--- src/rtl/dmem_wbuf_pkg.sv ---
// Shared declarations for the data-memory write buffer: default sizes,
// the buffer entry layout and the drain decision helper.
// Optional feature macro: DMEM_WBUF_COALESCE_EN (store coalescing).
package dmem_pkg;

  localparam int DEF_WIDTH     = 32;
  localparam int DEF_DEPTH     = 4;
  localparam int DEF_MEM_WORDS = 64;
  localparam int DEF_IDXW      = $clog2(DEF_MEM_WORDS);

  // Entry layout for the default configuration; wbuf_fifo mirrors this
  // layout with its own parameterised widths.
  typedef struct packed {
    logic [DEF_IDXW-1:0]  idx;
    logic [DEF_WIDTH-1:0] data;
  } wbuf_entry_t;

  // Head retires when the buffer is non-empty and either the RAM port is
  // free (no store this cycle) or the buffer is full and the incoming store
  // needs a slot (a coalescing store needs none).
  function automatic logic wbufDrainCond(input logic nonEmpty,
                                         input logic storeReq,
                                         input logic full,
                                         input logic coalesceHit);
    return nonEmpty && (!storeReq || (full && !coalesceHit));
  endfunction

endpackage

--- src/rtl/dmem_wbuf_if.sv ---
// Memory-stage bus between the core's Execute/Memory register and dmem_wbuf.
interface dmem_wbuf_if #(
  parameter int WIDTH = 32,
  parameter int DEPTH = 4
);
  logic                       memWriteM;
  logic [WIDTH-1:0]           aluResultM;
  logic [WIDTH-1:0]           writeData;
  logic [WIDTH-1:0]           readDataM;
  logic [$clog2(DEPTH+1)-1:0] wbufCount;
  logic                       wbufEmpty;

  modport master (
    output memWriteM, aluResultM, writeData,
    input  readDataM, wbufCount, wbufEmpty
  );

  modport slave (
    input  memWriteM, aluResultM, writeData,
    output readDataM, wbufCount, wbufEmpty
  );
endinterface

--- src/rtl/dmem_wbuf_fifo.sv ---
// Circular posted-store buffer: entry array, head/tail/count, youngest-match
// search for forwarding and the drain decision.
// Optional feature macro: DMEM_WBUF_COALESCE_EN (store coalescing).
module wbuf_fifo
  import dmem_pkg::*;
#(
  parameter int WIDTH = DEF_WIDTH,
  parameter int DEPTH = DEF_DEPTH,
  parameter int IDXW  = DEF_IDXW,
  localparam int PW   = $clog2(DEPTH),
  localparam int CW   = $clog2(DEPTH+1)
) (
  input  logic             clk,
  input  logic             reset,
  input  logic             wrEn,
  input  logic [IDXW-1:0]  wrIdx,
  input  logic [WIDTH-1:0] wrData,
  input  logic [IDXW-1:0]  rdIdx,
  output logic             rdHit,
  output logic [WIDTH-1:0] rdData,
  output logic             drain,
  output logic [IDXW-1:0]  headIdx,
  output logic [WIDTH-1:0] headData,
  output logic             full,
  output logic [CW-1:0]    count
);

  typedef struct packed {
    logic [IDXW-1:0]  idx;
    logic [WIDTH-1:0] data;
  } entry_t;

  entry_t          entries [DEPTH];
  logic [PW-1:0]   headPtr;
  logic [PW-1:0]   tailPtr;
  logic [PW-1:0]   rdPos;
  logic            coalHit;
  logic            alloc;

  // Youngest matching entry for the load index: scan oldest to youngest so
  // the last match found wins.
  always_comb begin
    rdHit = 1'b0;
    rdPos = '0;
    for (int k = 0; k < DEPTH; k++) begin
      if (CW'(k) < count && entries[headPtr + PW'(k)].idx == rdIdx) begin
        rdHit = 1'b1;
        rdPos = headPtr + PW'(k);
      end
    end
    rdData = entries[rdPos].data;
  end

`ifdef DMEM_WBUF_COALESCE_EN
  logic          wrHit;
  logic [PW-1:0] wrPos;

  // Youngest matching entry for the store index, target of an in-place merge.
  always_comb begin
    wrHit = 1'b0;
    wrPos = '0;
    for (int k = 0; k < DEPTH; k++) begin
      if (CW'(k) < count && entries[headPtr + PW'(k)].idx == wrIdx) begin
        wrHit = 1'b1;
        wrPos = headPtr + PW'(k);
      end
    end
  end

  assign coalHit = wrEn && wrHit;
`else
  assign coalHit = 1'b0;
`endif

  assign full     = (count == CW'(DEPTH));
  assign alloc    = wrEn && !coalHit;
  assign drain    = wbufDrainCond(count != '0, wrEn, full, coalHit);
  assign headIdx  = entries[headPtr].idx;
  assign headData = entries[headPtr].data;

  // Pointer and occupancy bookkeeping; enqueue and drain may share an edge.
  always_ff @(posedge clk or posedge reset) begin
    if (reset) begin
      headPtr <= '0;
      tailPtr <= '0;
      count   <= '0;
    end else begin
      if (alloc) tailPtr <= tailPtr + 1'b1;
      if (drain) headPtr <= headPtr + 1'b1;
      count <= count + CW'(alloc) - CW'(drain);
    end
  end

  // Entry storage: allocate at tail, or merge into the matching entry.
`ifdef DMEM_WBUF_COALESCE_EN
  always_ff @(posedge clk) begin
    if (alloc)        entries[tailPtr]    <= '{idx: wrIdx, data: wrData};
    else if (coalHit) entries[wrPos].data <= wrData;
  end
`else
  always_ff @(posedge clk) begin
    if (alloc) entries[tailPtr] <= '{idx: wrIdx, data: wrData};
  end
`endif

endmodule

--- src/rtl/dmem_wbuf.sv ---
// Data-memory stage with a posted-store write buffer in front of a
// single-write-port word RAM; loads are combinational with forwarding.
// Optional feature macro: DMEM_WBUF_COALESCE_EN (store coalescing).
module dmem_wbuf
  import dmem_pkg::*;
#(
  parameter int WIDTH     = DEF_WIDTH,
  parameter int DEPTH     = DEF_DEPTH,
  parameter int MEM_WORDS = DEF_MEM_WORDS,
  localparam int IDXW     = $clog2(MEM_WORDS),
  localparam int CW       = $clog2(DEPTH+1)
) (
  input logic         clk,
  input logic         reset,
  dmem_wbuf_if.slave  bus
);

  logic [WIDTH-1:0] mem [MEM_WORDS];
  logic [IDXW-1:0]  reqIdx;
  logic             rdHit;
  logic [WIDTH-1:0] rdData;
  logic             drain;
  logic [IDXW-1:0]  headIdx;
  logic [WIDTH-1:0] headData;
  logic             full;
  logic [CW-1:0]    count;
  logic             unusedAddrBits;

  assign reqIdx         = bus.aluResultM[IDXW+1:2];
  assign unusedAddrBits = ^{bus.aluResultM[1:0], bus.aluResultM[WIDTH-1:IDXW+2], full};

  wbuf_fifo #(
    .WIDTH (WIDTH),
    .DEPTH (DEPTH),
    .IDXW  (IDXW)
  ) uFifo (
    .clk      (clk),
    .reset    (reset),
    .wrEn     (bus.memWriteM),
    .wrIdx    (reqIdx),
    .wrData   (bus.writeData),
    .rdIdx    (reqIdx),
    .rdHit    (rdHit),
    .rdData   (rdData),
    .drain    (drain),
    .headIdx  (headIdx),
    .headData (headData),
    .full     (full),
    .count    (count)
  );

  // Retire the head entry into RAM; RAM contents are never reset.
  always_ff @(posedge clk) begin
    if (drain) mem[headIdx] <= headData;
  end

  assign bus.readDataM = rdHit ? rdData : mem[reqIdx];
  assign bus.wbufCount = count;
  assign bus.wbufEmpty = (count == '0);

endmodule

--- src/flat_wrapper.sv ---
// flat-port wrapper written by rule: the top's interface ports become plain ports
module dmem_wbuf_flat import dmem_pkg::*;
#(
  parameter int WIDTH     = DEF_WIDTH,
  parameter int DEPTH     = DEF_DEPTH,
  parameter int MEM_WORDS = DEF_MEM_WORDS,
  localparam int IDXW     = $clog2(MEM_WORDS),
  localparam int CW       = $clog2(DEPTH+1)
)
  (clk, reset, bus_memWriteM, bus_aluResultM, bus_writeData, bus_readDataM, bus_wbufCount, bus_wbufEmpty);
  dmem_wbuf_if #(.WIDTH(WIDTH), .DEPTH(DEPTH)) bus_i ();
  input logic clk;
  input logic reset;
  input wire logic [$bits(bus_i.memWriteM)-1:0] bus_memWriteM;
  input wire logic [$bits(bus_i.aluResultM)-1:0] bus_aluResultM;
  input wire logic [$bits(bus_i.writeData)-1:0] bus_writeData;
  output wire logic [$bits(bus_i.readDataM)-1:0] bus_readDataM;
  output wire logic [$bits(bus_i.wbufCount)-1:0] bus_wbufCount;
  output wire logic [$bits(bus_i.wbufEmpty)-1:0] bus_wbufEmpty;
  assign bus_i.memWriteM = bus_memWriteM;
  assign bus_i.aluResultM = bus_aluResultM;
  assign bus_i.writeData = bus_writeData;
  assign bus_readDataM = bus_i.readDataM;
  assign bus_wbufCount = bus_i.wbufCount;
  assign bus_wbufEmpty = bus_i.wbufEmpty;
  dmem_wbuf #(.WIDTH(WIDTH), .DEPTH(DEPTH), .MEM_WORDS(MEM_WORDS)) u_core (.clk(clk), .reset(reset), .bus(bus_i));
endmodule
--- config.mk ---
export PLATFORM = sky130hd
export DESIGN_NAME = dmem_wbuf_flat
export DESIGN_NICKNAME = d
export VERILOG_FILES = /design/src/rtl/dmem_wbuf_pkg.sv /design/src/rtl/dmem_wbuf_if.sv /design/src/rtl/dmem_wbuf_fifo.sv /design/src/rtl/dmem_wbuf.sv /design/src/flat_wrapper.sv
export SDC_FILE = /design/constraint.sdc
export NUM_CORES = 2
export LEC_CHECK = 0
export CAP_MARGIN = 20
export CORE_UTILIZATION = 38
export CTS_CLUSTER_DIAMETER = 50
export DETAILED_ROUTE_END_ITERATION = 7
export GPL_TIMING_DRIVEN = 0
export PLACE_DENSITY_LB_ADDON = 0.2
export SYNTH_ARGS = -nofsm -noshare
export SYNTH_HDL_FRONTEND = slang
export SYNTH_SLANG_ARGS = --single-unit
--- constraint.sdc ---
create_clock -name clk -period 6.7 [get_ports clk]
set_clock_uncertainty 0.05 [all_clocks]
set_input_delay 0.67 -clock clk [delete_from_list [all_inputs] [get_ports clk]]
set_output_delay 0.67 -clock clk [all_outputs]
set_load 0.02 [all_outputs]
## After elaboration in Yosys (flattened, before gate mapping)

Memory sizes are Yosys's and may differ from the RTL's.
Index checks and enable logic that the tools add are counted.

- Register bits after elaboration: 7
- Word-level logic and storage cells: 42
- Bits in latches: 0
- RAM bits: 2200
- Input port bits: 67
- Bits in read-only memories: 0
- Memories: 2

- Multiplexer cells: 13
- Add/subtract/negate cells: 6
- Reductions and logical operators: 9
- Multiply operators: 0
- Order comparisons: 4
- Bitwise logic cells: 0
- Divide/modulo/power cells: 0
- Eq/ne operators: 5
- Shifts and indexed selects: 0

Memories:

| memory | depth | bits a word | read ports | clocked after Yosys merged registers in | write ports | line | source |
|---|---|---|---|---|---|---|---|
| u_core.mem | 64 | 32 | 1 | 0 | 1 | dmem_wbuf.sv:18 | `logic [WIDTH-1:0] mem [MEM_WORDS];` |
| u_core.uFifo.entries | 4 | 38 | 5 | 0 | 1 | dmem_wbuf_fifo.sv:33 | `entry_t entries [DEPTH];` |

Operator list:

| operator | count |
|---|---|
| $mux W32 | 1 |
| $eq A6 B6 Y1 | 4 |
| $mux W1 | 8 |
| $mux W2 | 4 |
| $lt A1 B3 Y1 const A | 2 |
| $lt A2 B3 Y1 const A | 2 |
| $logic_and A1 B1 Y1 | 5 |
| $add A2 B1 Y2 const B | 2 |
| $add A2 B2 Y2 const B | 2 |
| $add A3 B1 Y3 | 1 |
| $eq A3 B3 Y1 const B | 1 |
| $logic_not A3 Y1 | 1 |
| $reduce_bool A3 Y1 | 1 |
| $sub A3 B1 Y3 | 1 |
| $logic_not A1 Y1 | 1 |
| $logic_or A1 B1 Y1 | 1 |

## Logic depth before layout (Yosys ltp)

An unclocked memory read counts as a cell.

- Word-level depth: 9
- Depth in mapped cells: 14
- Depth with buffers taken out: 9

## By module

A second synthesis with hierarchy kept.

- Cell total of the unflattened synthesis: 4699
- Area, all modules: 89997.6 um2

Modules (own cells, without submodules):

| module | cells an instance | area an instance (um2) | seq. area each (um2) | instances |
|---|---|---|---|---|
| dmem_wbuf | 3819 | 79592.6 | 61499.0 | 1 |
| wbuf_fifo | 880 | 10405.0 | 4739.5 | 1 |

## Worst setup path after synthesis

OpenSTA, ideal clock, no wires.

- Path type: reg-to-reg
- Start: register u_core.uFifo.headPtr[1]
- End: memory u_core.mem[50][0], enable pin
- Setup slack: 1.466 ns
- Period minus slack after synthesis: 5.234 ns
- Arrival time: 4.683 ns
- Stages on the path, launching flop included: 7
- Path buffers: 3
- Setup time: 0.502 ns
- Path through: dfrtp_1 buf_6 buf_6 mux4_2 buf_2 nand3b_1 nor4_1

- Longest elaborated chain between the ends: 1

Ends and longest elaborated chain:

| item | line | source |
|---|---|---|
| start: declaration | dmem_wbuf_fifo.sv:34 | `logic [PW-1:0] headPtr;` |
| start signal: assignment | dmem_wbuf_fifo.sv:89 | `if (drain) headPtr <= headPtr + 1'b1;` |
| $mem_v2 Z4 W38 | -- |  |
| end: declaration | dmem_wbuf.sv:18 |  |

Every way passes these cells.

## Worst setup path in the final report

- Start: input port bus_aluResultM[2]
- End: output port bus_readDataM[24]

- Longest elaborated chain between the ends: 8
- Elaborated cells on any way between the ends: 19

Ends and longest elaborated chain:

| item | line | source |
|---|---|---|
| start: declaration | flat_wrapper.sv:15 | `input wire logic [$bits(bus_i.aluResultM)-1:0] bus_aluResultM;` |
| $eq A6 B6 Y1 | dmem_wbuf_fifo.sv:46 | `if (CW'(k) < count && entries[headPtr + PW'(k)].idx == rdIdx) begin` |
| $logic_and A1 B1 Y1 | dmem_wbuf_fifo.sv:46 |  |
| $mux W2 (4 in series) | dmem_wbuf_fifo.sv:46 |  |
| $mem_v2 Z4 W38 | -- |  |
| $mux W32 (*) | dmem_wbuf.sv:57 | `assign bus.readDataM = rdHit ? rdData : mem[reqIdx];` |
| end: declaration | flat_wrapper.sv:17 | `output wire logic [$bits(bus_i.readDataM)-1:0] bus_readDataM;` |

Every way passes the cells marked *; elsewhere a longest branch is shown, timed or not.

==> run_results.csv <==
group,metric,value,unit
sta,hold_ws,383,ps
sta,fin_crit,6760,ps
worst_setup_path,crit_type,"input port to output port",
worst_setup_path,worst_path_most_repeated_cell,"clkdlybuf4s50_1",
run,max_cap_violations,0,
placed_design,dp_hpwl,181,mm
clocking,clock_latency,890,ps
finish,nets,4718,
grt,overflow,0,
clocking,h-tree-depth,4,
finish,final_area,104000,µm²
finish,nFillCells,19400,
grt,antenna_found_initial,16,
detailed_routing,routedWlPerCell,34.1,µm
synth,synth_nets,4262,
floorplanning,start_util,38.3,%
sta,rsz0062_at_grt,"true",
worst_setup_path,end_kind,"output port",
worst_setup_path,crit_chain,"clkdlybuf4s50_1 -> buf_6 -> clkbuf_2 -> buf_16 -> buf_2 -> buf_4 -> mux4_2 -> a221oi_2 -> o22ai_1 -> nor3_1 -> a211oi_2 -> clkdlybuf4s50_1",
clocking,path_clk_slew,60,ps
finish,finalNonFillerCells,7873,
synth,async_flop_share,0.317,%
synth,syn_area,88200,µm²
status,status,"finished, violations left",
grt,grt_pass1_vias,46900,
synth,syn_avg_cell_area,21.1,µm²
clocking,cts-root-buf,"clkbuf_16",
finish,layout-drive-gt1-share,27.9,%
detailed_routing,routed_wl,269,mm
detailed_routing,ant_nets,0,
floorplanning,die_h,484,µm
floorplanning,rows,176,
placed_design,portBuffers,76,
sta,clock.fmax,148,MHz
finish,layout_commonest_cell,"edfxtp_1",
worst_setup_path,rrSetupSlack,1220,ps
sta,finalCritPeriodShare,101,%
synth,yosysUniqueCellTypes,59,
worst_setup_path,path_max_fanout,10,
floorplanning,io-pin-count,103,
placed_design,place.gp.congestion,0.888,
grt,grt_pass1_wl,374,mm
sta,setup_slack,-59.1,ps
sta,hold_viol_final,0,
synth,syn_inst,4186,
synth,synthFlopType,"edfxtp_1",
worst_setup_path,cpPeakStageDelay,680,ps
worst_setup_path,startpoint,"bus_aluResultM[2]",
synth,ys_warn_count,0,
pwr,power.density,392,nW/µm²
worst_hold_path,hold_path.class,"input port to register",
detailed_routing,drt_iter0_markers,6122,
worst_setup_path,required,5980,ps
placed_design,place_inst,7426,
grt,grt_max_degree,65,
status,violations,"negative setup slack",
worst_setup_path,r2r-end,"u_core.mem[34][18]",
synth,synth_edf_count,2200,
pwr,peakVddDrop,0.299,mV
placed_design,place_area,95800,µm²
clocking,numCtsBuffers,231,
worst_setup_path,cp_slowest_cell,"clkdlybuf4s50_1",
sta,max_slew_margin,23.1,%
floorplanning,dieWidth,484,µm
worst_setup_path,crit_arrival,6040,ps
detailed_routing,routed_via_density,6.02,
worst_setup_path,r2r-start,"u_core.uFifo.headPtr[0]",
finish,final_cell_mix,"edfxtp_1 (2200), mux4_2 (557), clkbuf_16 (233)",
finish,syn_to_final_growth,18.1,%
synth,synth-seq-area-share,75.1,%
sta,finalMaxSlewViolations,0,
sta,worst_pin_slew,1150,ps
detailed_routing,drc,0,
clocking,cts.sinks,2207,
grt,grt_usage,22.8,%
floorplanning,design.core.area,230000,µm²
detailed_routing,firstDrtPassIters,6,
clocking,clockBufferDepth,3,
worst_setup_path,cp-start-kind,"input port",
pwr,total_leakage_power,0.0321,µW
synth,ys_ff_latch,2207,
sta,setup_viol,3,
worst_setup_path,endpoint,"bus_readDataM[24]",
floorplanning,die_area,234000,µm²
clocking,cts_tree,"yes",
worst_setup_path,ff2ff_path_depth,9,
detailed_routing,vias,47400,
cell families after synthesis:
kind of cell | Yosys count | synth area share (%)
xor+xnor | 23 | 0.245
buf+inv | 297 | 1.43
flops | 2207 | 75.1
simple gates | 475 | 2.86
compound gates | 495 | 4.58
fa+ha+maj | 9 | 0.136
mux | 680 | 15.7
critical path: cells and delay by family:
family / cells / cell delay (ps)
AOI/OAI and AO/OA: 3 / 1090
buffers and inverters: 7 / 3060
muxes: 1 / 560
and+or+nand+nor: 1 / 590
sequential cells by signal, indices dropped and copies added (netlist names):
signal,cells
u_core.uFifo.entries,152
u_core.uFifo.headPtr,2
u_core.mem,2048
u_core.uFifo.tailPtr,2
u_core.uFifo.count,3
power breakdown:
group | switching [µW] | internal [µW]
registers | 286 | 18600
logic | 6750 | 2630
clock network | 5510 | 7010
total | 12500 | 28300
Yosys cell counts, drive strengths merged, types with 11 or more instances:
master  number  area, µm²
nor3        27        135
nor2b       11       68.8
a22oi       72        541
nand3      142        716
inv         11       41.3
a21oi       40        204
a221oi     122       1070
o22ai       44        275
a31o        32        280
nand2b      40        250
nor2        75        284
clkbuf     181        679
a22o        90        788
o211ai      36        270
mux4       561      12600
edfxtp    2200      66100
mux2i      116       1160
nand3b      34        255
buf        105        539
a211oi      32        395
nor4        33        338
xnor2       19        181
nand2       93        349
stage by stage:
stage               total power [µW]  TNS [ps]  worst slack (ps)  util (%)
floorplan                      23700         0              1470         -
global placement               27400   -918260             -3730      40.3
detailed placement             28300    -34380             -1690      41.6
CTS                            40800         0             0.255      45.1
global route                   42000     -79.4             -53.3      45.2
finish                         40800     -80.0             -59.1      45.2
how the worst min path moves through the flow:
stage,cells past startpoint,start,endpoint,slack [ps]
5_1_grt,1,bus_writeData[7],u_core.uFifo.entries[3][7],360
3_5_place_dp,1,u_core.uFifo.tailPtr[0],u_core.uFifo.tailPtr[0],490
3_3_place_gp,1,u_core.uFifo.tailPtr[0],u_core.uFifo.tailPtr[0],480
2_1_floorplan,1,reset,u_core.uFifo.count[0],420
6_report,1,bus_writeData[28],u_core.uFifo.entries[3][28],380
4_1_cts,1,bus_writeData[28],u_core.uFifo.entries[3][28],310
area by class of cell:
type,instances,area [µm²],area share [%]
Clock inverter,152,1340,1.29
Buffer,284,1400,1.34
Timing Repair Buffer,225,3500,3.36
Multi-Input combinational cell,1682,21800,21.0
Clock buffer,282,6010,5.77
Antenna cell,4,10.0,0.00961
Inverter,11,41.3,0.0396
Tap cell,3026,3790,3.63
Sequential cell,2207,66200,63.6
metal layers:
metal,share of wire (%),track usage (%),vias up
met4,3.7,8.10,12
met5,0.029,0,-
met2,46,34.9,2201
li1,-,-,18900
met3,8.3,5.19,443
met1,42,31.9,25800
what timing repair did:
| action | 4_1_cts | 5_1_grt |
|---|---|---|
| pin swaps | 0 | 1 |
| buffers inserted | 0 | 1 |
| gates resized for setup | 146 | 38 |
| endpoints found under the hold margin | 7 | 0 |
| hold buffers | 1 | 0 |
| setup endpoints to repair | 32 | 22 |
No activity file was read; power rests on OpenSTA's default activity.
